===== src/rtl/vpu_pkg.sv =====
// Shared types for the VPU lane controller: opcodes, FSM states, limits and
// the opcode decoder that yields a legal flag plus required-operand mask.
package vpu_pkg;

    localparam int unsigned OPERAND_WIDTH          = 16;
    localparam int unsigned SRC_OPERAND_CNT        = 3;
    localparam int unsigned DEFAULT_TIMEOUT_CYCLES = 1024;

    typedef enum logic [3:0] {
        OP_FADD   = 4'd0,
        OP_FSUB   = 4'd1,
        OP_FMUL   = 4'd2,
        OP_FDIV   = 4'd3,
        OP_FMAX2  = 4'd4,
        OP_FAVG2  = 4'd5,
        OP_FADD3  = 4'd6,
        OP_FMAX3  = 4'd7,
        OP_FAVG3  = 4'd8,
        OP_FSQRT  = 4'd9,
        OP_FEXP   = 4'd10,
        OP_FRECIP = 4'd11
    } vpu_h2d_req_opcode_t;

    typedef enum logic [1:0] {
        ST_IDLE  = 2'd0,
        ST_ISSUE = 2'd1,
        ST_WAIT  = 2'd2,
        ST_RESP  = 2'd3
    } vpu_lane_state_t;

    typedef struct packed {
        logic                       legal;
        logic [SRC_OPERAND_CNT-1:0] req_mask;
    } vpu_op_info_t;

    // Encodings 12..15 are unassigned and decode as illegal.
    function automatic vpu_op_info_t vpu_op_decode(input vpu_h2d_req_opcode_t op);
        vpu_op_info_t info;
        info.legal    = 1'b1;
        info.req_mask = '0;
        case (op)
            OP_FADD, OP_FSUB, OP_FMUL, OP_FDIV, OP_FMAX2, OP_FAVG2:
                info.req_mask = SRC_OPERAND_CNT'(3'b011);
            OP_FADD3, OP_FMAX3, OP_FAVG3:
                info.req_mask = SRC_OPERAND_CNT'(3'b111);
            OP_FSQRT, OP_FEXP, OP_FRECIP:
                info.req_mask = SRC_OPERAND_CNT'(3'b001);
            default:
                info.legal = 1'b0;
        endcase
        return info;
    endfunction

endpackage


===== src/rtl/vpu_lane_timeout_cnt.sv =====
// WAIT-state watchdog: counts stalled cycles and flags when LIMIT-1 is reached.
module vpu_lane_timeout_cnt #(
    parameter int unsigned LIMIT = 1024
) (
    input  logic clk,
    input  logic rst_n,
    input  logic clr,
    input  logic inc,
    output logic expired_c
);

    localparam int unsigned CNT_W = (LIMIT > 2) ? $clog2(LIMIT) : 1;

    logic [CNT_W-1:0] cnt_q;

    always_ff @(posedge clk) begin
        if (!rst_n) begin
            cnt_q <= '0;
        end else if (clr) begin
            cnt_q <= '0;
        end else if (inc && !expired_c) begin
            cnt_q <= cnt_q + CNT_W'(1);
        end
    end

    assign expired_c = (cnt_q == CNT_W'(LIMIT - 1));

endmodule


===== src/rtl/vpu_lane_ctrl.sv =====
// Single-request host-to-lane sequencer (IDLE/ISSUE/WAIT/RESP).
// Define VPU_LANE_CTRL_TIMEOUT_EN to bound the WAIT state with a watchdog.
module vpu_lane_ctrl
    import vpu_pkg::*;
#(
    parameter int unsigned SRC_CNT        = SRC_OPERAND_CNT,
    parameter int unsigned TIMEOUT_CYCLES = DEFAULT_TIMEOUT_CYCLES
) (
    input  logic                             clk,
    input  logic                             rst_n,
    input  logic                             req_valid_i,
    output logic                             req_ready_o,
    input  vpu_h2d_req_opcode_t              req_opcode_i,
    input  logic [SRC_CNT*OPERAND_WIDTH-1:0] req_operand_i,
    input  logic [SRC_CNT-1:0]               req_operand_valid_i,
    output logic                             lane_start_o,
    output vpu_h2d_req_opcode_t              lane_opcode_o,
    output logic [SRC_CNT*OPERAND_WIDTH-1:0] lane_operand_o,
    output logic [SRC_CNT-1:0]               lane_operand_valid_o,
    input  logic [OPERAND_WIDTH-1:0]         lane_dout_i,
    input  logic                             lane_done_i,
    output logic                             rsp_valid_o,
    input  logic                             rsp_ready_i,
    output logic [OPERAND_WIDTH-1:0]         rsp_data_o,
    output logic                             rsp_err_o,
    output logic                             busy_o
);

    if (TIMEOUT_CYCLES < 2) begin : g_bad_timeout
        $error("vpu_lane_ctrl: TIMEOUT_CYCLES must be at least 2");
    end

    vpu_lane_state_t    state_q, state_d;
    vpu_op_info_t       op_info;
    logic [SRC_CNT-1:0] req_mask;
    logic               req_ok;
    logic               ld_req, ld_ok, ld_err;
    logic               timeout_c;

    assign op_info  = vpu_op_decode(req_opcode_i);
    assign req_mask = SRC_CNT'(op_info.req_mask);
    assign req_ok   = op_info.legal && ((req_mask & ~req_operand_valid_i) == '0);

`ifdef VPU_LANE_CTRL_TIMEOUT_EN
    // Cleared during ISSUE so the count starts at zero on the first WAIT cycle.
    vpu_lane_timeout_cnt #(
        .LIMIT(TIMEOUT_CYCLES)
    ) u_timeout (
        .clk      (clk),
        .rst_n    (rst_n),
        .clr      (state_q == ST_ISSUE),
        .inc      ((state_q == ST_WAIT) && !lane_done_i),
        .expired_c(timeout_c)
    );
`else
    assign timeout_c = 1'b0;
`endif

    // Next state and load strobes; done takes priority over a same-cycle timeout.
    always_comb begin
        state_d = state_q;
        ld_req  = 1'b0;
        ld_ok   = 1'b0;
        ld_err  = 1'b0;
        case (state_q)
            ST_IDLE: begin
                if (req_valid_i) begin
                    ld_req = 1'b1;
                    if (req_ok) begin
                        state_d = ST_ISSUE;
                    end else begin
                        ld_err  = 1'b1;
                        state_d = ST_RESP;
                    end
                end
            end
            ST_ISSUE: state_d = ST_WAIT;
            ST_WAIT: begin
                if (lane_done_i) begin
                    ld_ok   = 1'b1;
                    state_d = ST_RESP;
                end else if (timeout_c) begin
                    ld_err  = 1'b1;
                    state_d = ST_RESP;
                end
            end
            ST_RESP: begin
                if (rsp_ready_i) begin
                    state_d = ST_IDLE;
                end
            end
            default: state_d = ST_IDLE;
        endcase
    end

    // Control outputs are flopped from the next state so they align with state_q.
    always_ff @(posedge clk) begin
        if (!rst_n) begin
            state_q              <= ST_IDLE;
            req_ready_o          <= 1'b1;
            lane_start_o         <= 1'b0;
            rsp_valid_o          <= 1'b0;
            busy_o               <= 1'b0;
            rsp_err_o            <= 1'b0;
            rsp_data_o           <= '0;
            lane_opcode_o        <= OP_FADD;  // encoding zero
            lane_operand_o       <= '0;
            lane_operand_valid_o <= '0;
        end else begin
            state_q      <= state_d;
            req_ready_o  <= (state_d == ST_IDLE);
            lane_start_o <= (state_d == ST_ISSUE);
            rsp_valid_o  <= (state_d == ST_RESP);
            busy_o       <= (state_d != ST_IDLE);
            if (ld_req) begin
                lane_opcode_o        <= req_opcode_i;
                lane_operand_o       <= req_operand_i;
                lane_operand_valid_o <= req_operand_valid_i;
            end
            if (ld_ok) begin
                rsp_data_o <= lane_dout_i;
                rsp_err_o  <= 1'b0;
            end else if (ld_err) begin
                rsp_data_o <= '0;
                rsp_err_o  <= 1'b1;
            end
        end
    end

endmodule


===== config.mk =====
export PLATFORM = sky130hd
export DESIGN_NAME = vpu_lane_ctrl
export DESIGN_NICKNAME = d
export VERILOG_FILES = /design/src/rtl/vpu_pkg.sv /design/src/rtl/vpu_lane_timeout_cnt.sv /design/src/rtl/vpu_lane_ctrl.sv
export SDC_FILE = /design/constraint.sdc
export NUM_CORES = 1
export LEC_CHECK = 0
export CAP_MARGIN = 30
export CORE_MARGIN = 10
export CORE_UTILIZATION = 41
export CTS_BUF_LIST = sky130_fd_sc_hd__clkbuf_16
export CTS_CLUSTER_SIZE = 12
export DETAILED_ROUTE_END_ITERATION = 16
export HOLD_SLACK_MARGIN = 0.05
export PLACE_DENSITY = 0.83
export RECOVER_POWER = 100
export SLEW_MARGIN = 20
export SYNTH_ARGS = -nofsm -noshare
export SYNTH_HDL_FRONTEND = slang
export SYNTH_SLANG_ARGS = --single-unit
export TNS_END_PERCENT = 30

===== constraint.sdc =====
create_clock -name clk -period 1.7 [get_ports clk]
set_input_delay 0.17 -clock clk [delete_from_list [all_inputs] [get_ports clk]]
set_output_delay 0.17 -clock clk [all_outputs]
set_load 0.01 [all_outputs]

== Word-level counts from Yosys, hierarchy flattened ==
Index checks and enable logic that the tools add are counted.

* Equal/unequal tests: 16
* Bitwise gates (word level): 3
* Reductions and logical operators: 12
* Muxes and demuxes: 16

{| class="wikitable"
|+ Operators by type and width
! operator !! number
|-
| 16-bit two-way mux || 2
|-
| 4-bit by 3-bit == test with 1-bit output, second input constant || 4
|-
| 4-bit == test, second input constant || 4
|-
| 12-bit OR reduction || 1
|-
| 3-bit one-hot mux with 3 select lines || 1
|-
| 4-bit by 2-bit == test with 1-bit output, second input constant || 2
|-
| 1-bit two-way mux || 8
|-
| 2-bit two-way mux || 4
|-
| 2-bit one-hot mux with 4 select lines || 1
|-
| 2-bit == test, second input constant || 3
|-
| 3-bit OR reduction || 2
|-
| 6-bit OR reduction || 1
|-
| 2-bit by 1-bit == test with 1-bit output, second input constant || 2
|-
| 4-bit by 1-bit == test with 1-bit output, second input constant || 1
|-
| 2-bit zero test || 2
|-
| 4-bit zero test || 1
|-
| 2-bit nonzero test || 2
|-
| 3-bit bitwise AND || 1
|-
| 3-bit zero test || 1
|-
| 3-bit inverter || 1
|-
| 2-bit OR reduction || 1
|-
| 1-bit logical AND || 1
|-
| 1-bit inverter || 1
|}

* Bits in registers: 78
* Input port bits: 76
* Output and inout bits: 76
* Word-level logic and storage cells: 57

== Logic depth before layout (Yosys ltp) ==
Gate-level depths: netlist of run 1.

* Depth in word-level cells: 11
* Depth in mapped cells: 6
* Depth with buffers taken out: 4

== Worst setup path before layout of run 1 ==
No wires, ideal clock.

* Path type: register to register
* Start point: reg state_q[1]
* End point: reg rsp_data_o[10]
* Period minus slack after synthesis: 1.141 ns
* Arrival time: 1.024 ns
* Setup slack: 0.559 ns
* Required time: 1.583 ns
* Setup time: 0.117 ns
* Cell stages (with the launch flop): 6
* Cells stage by stage: dfxtp_1 nor2_2 nand2_2 a31oi_4 buf_4 o21ai_1

* Word-level cells in the longest chain between the ends: 3

{| class="wikitable"
|+ RTL lines
! item !! line !! RTL
|-
| from (decl) || vpu_lane_ctrl.sv:33 || <nowiki>vpu_lane_state_t state_q, state_d;</nowiki>
|-
| from (signal assigned) || vpu_lane_ctrl.sv:110 || <nowiki>state_q <= state_d;</nowiki>
|-
| 2-bit == test / 2-bit zero test (equally long branches) || vpu_lane_ctrl.sv:65 || <nowiki>case (state_q)</nowiki>
|-
| 1-bit two-way mux, on equally long branches || -- ||
|-
| 16-bit two-way mux / 2-bit nonzero test (equally long branches) || -- ||
|-
| to (signal assigned) || vpu_lane_ctrl.sv:121 || <nowiki>rsp_data_o <= lane_dout_i;</nowiki>
|-
| to (decl) || vpu_lane_ctrl.sv:24 || <nowiki>output logic [OPERAND_WIDTH-1:0] rsp_data_o,</nowiki>
|}

Several ways; a longest one is shown, not always the timed one.
A chain may end at the register's enable or synchronous reset.

== Final worst setup path of run 1 ==
* Start point: in req_opcode_i[3]
* End point: reg rsp_err_o

* Word-level cells in the longest chain between the ends: 9

{| class="wikitable"
|+ RTL lines
! item !! line !! RTL
|-
| from (decl) || vpu_lane_ctrl.sv:13 || <nowiki>input vpu_h2d_req_opcode_t req_opcode_i,</nowiki>
|-
| 4-bit by 1-bit == test with 1-bit output, or another cell as far along || vpu_pkg.sv:41 || <nowiki>case (op)</nowiki>
|-
| 6-bit OR reduction, or another cell as far along || -- ||
|-
| 3-bit one-hot mux with 3 select lines || vpu_pkg.sv:41 ||
|-
| 3-bit bitwise AND || vpu_lane_ctrl.sv:42 || <nowiki>assign req_ok = op_info.legal && ((req_mask & ~req_operand_valid_i) == '0);</nowiki>
|-
| 3-bit zero test || vpu_lane_ctrl.sv:42 ||
|-
| 1-bit logical AND * || vpu_lane_ctrl.sv:42 ||
|-
| 1-bit two-way mux * || vpu_lane_ctrl.sv:69 || <nowiki>if (req_ok) begin</nowiki>
|-
| 1-bit two-way mux * || vpu_lane_ctrl.sv:67 || <nowiki>if (req_valid_i) begin</nowiki>
|-
| 1-bit two-way mux * || -- ||
|-
| to (signal assigned) || vpu_lane_ctrl.sv:104 || <nowiki>rsp_err_o <= 1'b0;</nowiki>
|-
| to (signal assigned) || vpu_lane_ctrl.sv:122 || <nowiki>rsp_err_o <= 1'b0;</nowiki>
|-
| to (signal assigned) || vpu_lane_ctrl.sv:125 || <nowiki>rsp_err_o <= 1'b1;</nowiki>
|-
| to (decl) || vpu_lane_ctrl.sv:25 || <nowiki>output logic rsp_err_o,</nowiki>
|}

Mark *: on every way between the ends. The rest lies on a longest branch, timed or not.

==> results of run 1 <==
==> power groups by stage <==
stage / logic [mW] / clock network (mW) / registers (mW)
final: 0.847 / 2.25 / 2.03
after global routing: 0.930 / 2.35 / 2.05
after CTS: 0.916 / 2.30 / 2.04
after detailed placement: 0.910 / 0 / 2.08
after global placement: 0.897 / 0 / 2.07
after floorplan: 0.328 / 0 / 2.13
==> layer usage <==
metal / part of all wire / up-vias
li1: - / 1403
met1: 0.40 / 1269
met2: 0.49 / 91
met3: 0.10 / 12
met4: 0.012 / 0
met5: 0 / -
==> through the flow <==
stage          instances   util  setup slack [ps]  hold WS (ps)  area [um2]
6_report             572  0.726               217           391        4690
5_1_grt              572  0.726               135           401        4690
4_1_cts              572  0.727               284           382        4700
3_5_place_dp         558  0.673               102           443        4350
3_3_place_gp         558  0.673               157           437        4350
2_1_floorplan        343      -               559           279        2780
==> worst register-to-register path, delay by kind of cell, from the launching register on <==
kind                   cells  cell delay [ps]
buffers and inverters      1              330
AO/OA/AOI/OAI              1              160
flip-flops                 1              420
AND/OR/NAND/NOR            3              360
==> cells by family (layout without fill, tap and decap cells) <==
| kind of cell | Yosys count | count (layout) | share of synthesized area |
|---|---|---|---|
| AO/OA/AOI/OAI | 81 | 81 | 0.155 |
| AND/OR/NAND/NOR | 159 | 159 | 0.226 |
| flip-flops | 78 | 78 | 0.562 |
| buffers and inverters | 25 | 177 | 0.0567 |
==> cell type report <==
type	instances	area [um2]	area share
repair buffers	160	1620	0.345
flip-flops and latches	78	1560	0.333
multi-input cells	240	1060	0.225
clock buffers	9	225	0.0480
clock inverters	5	124	0.0264
well taps	77	96.3	0.0205
inverters	3	11.3	0.00240
==> cell usage in the layout, fill, tap and decap left out <==
| cell | count |
|---|---|
| nand2_1 | 146 |
| dfxtp_1 | 78 |
| dlygate4sd3_1 | 77 |
| clkdlybuf4s50_1 | 74 |
| a21oi_1 | 56 |
| o21ai_0 | 18 |
| clkbuf_16 | 9 |
| buf_4 | 6 |
| bufinv_16 | 4 |
| nor2b_1 | 3 |
| and3_1 | 3 |
| buf_12 | 3 |
| nor2_1 | 2 |
| o21ai_1 | 2 |
| inv_1 | 2 |
| o22ai_1 | 2 |
| and2_2 | 1 |
| inv_2 | 1 |
| nor2b_2 | 1 |
| a21oi_2 | 1 |
| a31oi_4 | 1 |
| nand3_1 | 1 |
| nor3_1 | 1 |
| o21a_1 | 1 |
| and2_1 | 1 |
| clkinv_1 | 1 |
==> worst max path at each step <==
stage / to / slack, ps
after floorplan: rsp_data_o[10]$_SDFFE_PN0P_ / 560
after global placement: rsp_err_o$_SDFFE_PP0P_ / 160
after detailed placement: rsp_err_o$_SDFFE_PP0P_ / 100
after CTS: rsp_data_o[2] / 280
after global routing: rsp_data_o[14]$_SDFFE_PN0P_ / 130
final: rsp_err_o$_SDFFE_PP0P_ / 220
==> registers in the layout, indices dropped and copies added (netlist names) <==
name / flops
lane_operand_valid_o: 3
rsp_data_o: 16
lane_operand_o: 48
rsp_valid_o: 1
lane_start_o: 1
lane_opcode_o: 4
req_ready_o: 1
busy_o: 1
state_q: 2
rsp_err_o: 1
==> results.toml, run 1 <==
[logic_synthesis]
netlist_area_mm2 = 0.00278
postSynthCellCount = 343
synth-edff-count = 0
synth.avg_cell_area_um2 = 8.10
synthArstFlopShare = 0
seq_area_frac_synth = 0.562
yosysUniqueCellTypes = 24
yosysMostFrequentCell = "nand2_1"
synth_top_area_share = 0.562
yosys_warnings = 0
syn_nets = 419
synth_top_cell_by_area = "dfxtp_1"
ys.flop_type = "dfxtp_1"
ys_seq_elements = 78
ys_top_cells_by_count = "nand2_1, dfxtp_1, a21oi_1"
synthTopCellsByArea = "dfxtp_1, nand2_1, a21oi_1"

[clock_network]
ctsLongestPathBuffers = 2
cts_resized = 0
clkLatencyLatePin_ps = 320
ctsHoldBuffers = 0
cts-htree-levels = 3
clock-sinks = 78
clk_pin_slew_ps = 60
root_buffer = "clkbuf_16"
tritoncts = "yes"
post-cts-setup-buffers = 0
numCtsBuffers = 9

[timing]
rsz0062_at_grt = "false"
max_freq_ghz = 0.674
post-route-period-util = 0.872
post-route-min-period_ps = 1480
setup_violations = 0
skew_ps = 6.83
worst_pin_slew_ps = 402
hold_viol = 0
slew_headroom = 0.729
fin_tns_setup_ps = 0
report.final.slew_viol_count = 0

[critical_path]
cp_top_family = "buffers and inverters"
path_buf_inv = 2
r2r_slack_ps = 360
critPathLaunchType = "input pin"
crit_chain = "dlygate4sd3_1, nor2b_1, o21ai_0, a31oi_4, buf_12, o21a_1"
crit_start = "req_opcode_i[3]"
rr_startpoint = "state_q[1]$_SDFF_PN0_"
critPathCaptureType = "register"
r2r_end = "lane_operand_o[35]$_SDFFE_PN0P_"
cp_num_cells = 6
cp.required_ps = 1920
slowest_stage = "dlygate4sd3_1"
crit_arrival_ps = 1700
slowest_delay_ps = 580
rr_worst_depth = 5
cp_max_fo = 17
crit_type = "input pin to register"

[power_and_ir_drop]
max-vdd-ir-drop_uv = 582
power.internal_mw = 3.98
powerDensity_mw_per_mm2 = 1090
swShare = 0.225
clkPwrFrac = 0.439
comb_power_share = 0.165
p_total_mw = 5.13
p_leak_nw = 1.96
p_switching_mw = 1.16
p_seq_frac = 0.396

[detailed_routing]
drt_iter0_drc = 96
ant_nets = 0
viasPerCell = 4.85
via_count = 2775
drc = 0
first_pass_iters = 5
routed_wl_um = 8570
routedWlPerCell_um = 15.0

[final_layout]
n_antenna_cell = 0
syn_to_final_growth_pct = 68.8
fillers = 481
drive_gt1_frac = 0.0545
num-nets-final = 568

[min_path]
hold_depth = 3
worstHoldStart = "req_operand_i[39]"
hold_end = "lane_operand_o[39]$_SDFFE_PN0P_"
min_path_type = "input pin to register"

[place]
portBuffers = 151
dp_hpwl_um = 6510
gp_congestion = 0.775

[global_routing]
grt_max_degree = 36
overflow = 0
first_global_vias = 2694
grt_antenna_before_repair = 0
grt_pass1_wl_um = 13000
grtUsageTotal = 0.156
gr-usage-met1 = 0.166
met3_usage = 0.0675
grtUsageMet2 = 0.268
busiest_layer = "met2"

[floorplan]
floorplan.rows = 29
design.die.area_mm2 = 0.0105
start_util = 0.430
fp.dieH_um = 102
design.core.area_mm2 = 0.00646
die_w_um = 102
pin_count = 152

[job]
max-cap-violations = 0

[outcome]
outcome = "completed"
Power figures use the tool's default switching activity.
==> inputs of run 2 (changes only) <==
--- a/config.mk
+++ b/config.mk
@@ -14,7 +14,6 @@
 export HOLD_SLACK_MARGIN = 0.05
 export PLACE_DENSITY = 0.83
 export RECOVER_POWER = 100
-export SLEW_MARGIN = 20
 export SYNTH_ARGS = -nofsm -noshare
 export SYNTH_HDL_FRONTEND = slang
 export SYNTH_SLANG_ARGS = --single-unit
==> results of run 2 <==
Final layout, timing and power as in run 1 (identical DEF).
==> inputs of run 3 (changes only) <==
--- a/config.mk
+++ b/config.mk
@@ -9,11 +9,14 @@
 export CORE_MARGIN = 10
 export CORE_UTILIZATION = 41
 export CTS_BUF_LIST = sky130_fd_sc_hd__clkbuf_16
+export CTS_CLUSTER_DIAMETER = 60
 export CTS_CLUSTER_SIZE = 12
 export DETAILED_ROUTE_END_ITERATION = 16
+export GPL_TIMING_DRIVEN = 0
 export HOLD_SLACK_MARGIN = 0.05
 export PLACE_DENSITY = 0.83
 export RECOVER_POWER = 100
+export REMOVE_ABC_BUFFERS = 1
 export SYNTH_ARGS = -nofsm -noshare
 export SYNTH_HDL_FRONTEND = slang
 export SYNTH_SLANG_ARGS = --single-unit
==> run 3 against run 2 <==
Against the previous run:
- maximum frequency down 7.3%
- routed wire length up 3.6%
- critical path depth unchanged
- utilization down 0.58 points
- final area down 0.80%
- die area unchanged
- sequential share of layout area up 0.27 points
- count of clock-buffer cells in the layout unchanged
- register-to-register slack worse by 260 ps
- via count up 0.11%
- first-iteration DRC count down 11%
- global-route usage up 0.65 points
==> results.toml, run 3 (synthesis gave the netlist of run 1 again) <==
[detailed_routing]
drc = 0
routedWlPerCell_um = 15.6
via_count = 2778
drt_iter0_drc = 85
ant_nets = 0
first_pass_iters = 4
routed_wl_um = 8880
viasPerCell = 4.87

[final_layout]
syn_to_final_growth_pct = 67.4
largest_reg_flops = 48
utilization = 0.720
num-nets-final = 564
fillers = 481
mostFrequentLayoutCells = "nand2_1, dfxtp_1, dlygate4sd3_1"
top_register = "lane_operand_o"
layout_commonest_cell = "nand2_1"
n_antenna_cell = 0
drive_gt1_frac = 0.0507
largestRegisters = "lane_operand_o x48, rsp_data_o x16, lane_opcode_o x4"

[floorplan]
die_w_um = 102
fp.dieH_um = 102
design.core.area_mm2 = 0.00646
design.die.area_mm2 = 0.0105
start_util = 0.430
pin_count = 152
floorplan.rows = 29

[timing]
max_freq_ghz = 0.625
report.final.slew_viol_count = 0
fin_tns_setup_ps = 0
hold_viol = 0
post-route-period-util = 0.941
slew_headroom = 0.627
setup_violations = 0
post-route-min-period_ps = 1600
skew_ps = 6.98
worst_pin_slew_ps = 560

[clock_network]
ctsLongestPathBuffers = 2
clock-sinks = 78
ctsHoldBuffers = 0
clkLatencyLatePin_ps = 320
tritoncts = "yes"
cts-htree-levels = 3
root_buffer = "clkbuf_16"
clk_pin_slew_ps = 60
numCtsBuffers = 9

[critical_path]
critPathCaptureType = "register"
slowest_stage = "dfxtp_1"
critPathLaunchType = "register"
crit_type = "register to register"
crit_arrival_ps = 1800
path_buf_inv = 2
slowest_delay_ps = 390
cp_max_fo = 30
crit_chain = "nor2_4, nand2_8, buf_16, a31oi_4, buf_12, o21ai_0"
cp_top_family = "flip-flops"
cp.required_ps = 1900

[power_and_ir_drop]
max-vdd-ir-drop_uv = 728
p_seq_frac = 0.431
power.internal_mw = 3.54
p_total_mw = 4.72
p_leak_nw = 1.93
powerDensity_mw_per_mm2 = 1010
clkPwrFrac = 0.381
comb_power_share = 0.188
swShare = 0.249
p_switching_mw = 1.18

[global_routing]
grt_pass1_wl_um = 13600
grt_max_degree = 32
grt_antenna_before_repair = 0
first_global_vias = 2766
grtUsageTotal = 0.162
overflow = 0

[job]
max-cap-violations = 0

[outcome]
outcome = "completed"

[place]
gp_congestion = 0.761
portBuffers = 151
dp_hpwl_um = 6750

[min_path]
min_path_type = "input pin to register"
-- run 3: changes by cell type in the layout (fill, tap and decap cells not counted), moves of 2 or more --
cell and delta:
buf_16 +2, buf_4 -6, bufinv_16 -3, clkinv_2 +3, o21ai_0 -9, o21ai_1 +9
-- run 3: metrics by stage --
stage	std cells	cell area [um2]	hold slack, ps	worst slack, ps
2_1_floorplan	321	2630	279	-145
3_3_place_gp	549	4240	436	-1120
3_5_place_dp	552	4320	442	-482
4_1_cts	569	4640	389	13.0
5_1_grt	570	4650	402	-24.6
6_report	570	4650	392	100
-- run 3: path summary, 6_finish.rpt --
| check | to | cells after the start | slack, ps | start |
|---|---|---|---|---|
| hold reg to reg | rsp_data_o[13]$_SDFFE_PN0P_ | 2 | 440 | rsp_data_o[13]$_SDFFE_PN0P_ |
| setup reg to reg | rsp_data_o[2]$_SDFFE_PN0P_ | 6 | 100 | state_q[1]$_SDFF_PN0_ |
| hold / removal | lane_operand_o[18]$_SDFFE_PN0P_ | 3 | 390 | req_operand_i[18] |
| setup / recovery | rsp_data_o[2]$_SDFFE_PN0P_ | 6 | 100 | state_q[1]$_SDFF_PN0_ |
-- run 3: layer usage --
metal,track usage,share of wire,routed length [um]
met1,0.173,0.39,3490
met2,0.279,0.49,4320
met5,0,0,0
met4,0.0542,0.014,121
met3,0.0762,0.11,937
-- run 3: what timing repair did --
action | 4_1_cts | 5_1_grt
endpoints found under the setup margin | 17 | 15
setup buffers | 1 | 1
gates resized for setup | 3 | 2
-- run 3: cell type report --
cell class                      count  area, um2  share of cell area
Clock inverter                      7       56.3              0.0121
Tap cell                           77       96.3              0.0207
Sequential cell                    78       1560               0.336
Inverter                            3       11.3             0.00242
Clock buffer                        9        225              0.0484
Multi-Input combinational cell    240       1090               0.234
Timing Repair Buffer              156       1610               0.347
-- run 3: tightest hold or removal path: stages --
cell             delay [ps]
clkdlybuf4s50_1         390
nand2_1                  50
a21oi_1                  50
-- run 3: power by group through the flow --
stage / logic (mW) / clock network [mW] / registers, mW
after global placement: 0.851 / 0 / 2.07
after global routing: 0.969 / 1.91 / 2.05
after detailed placement: 0.906 / 0 / 2.08
after CTS: 0.931 / 1.83 / 2.04
after floorplan: 0.266 / 0 / 2.13
final: 0.886 / 1.80 / 2.03
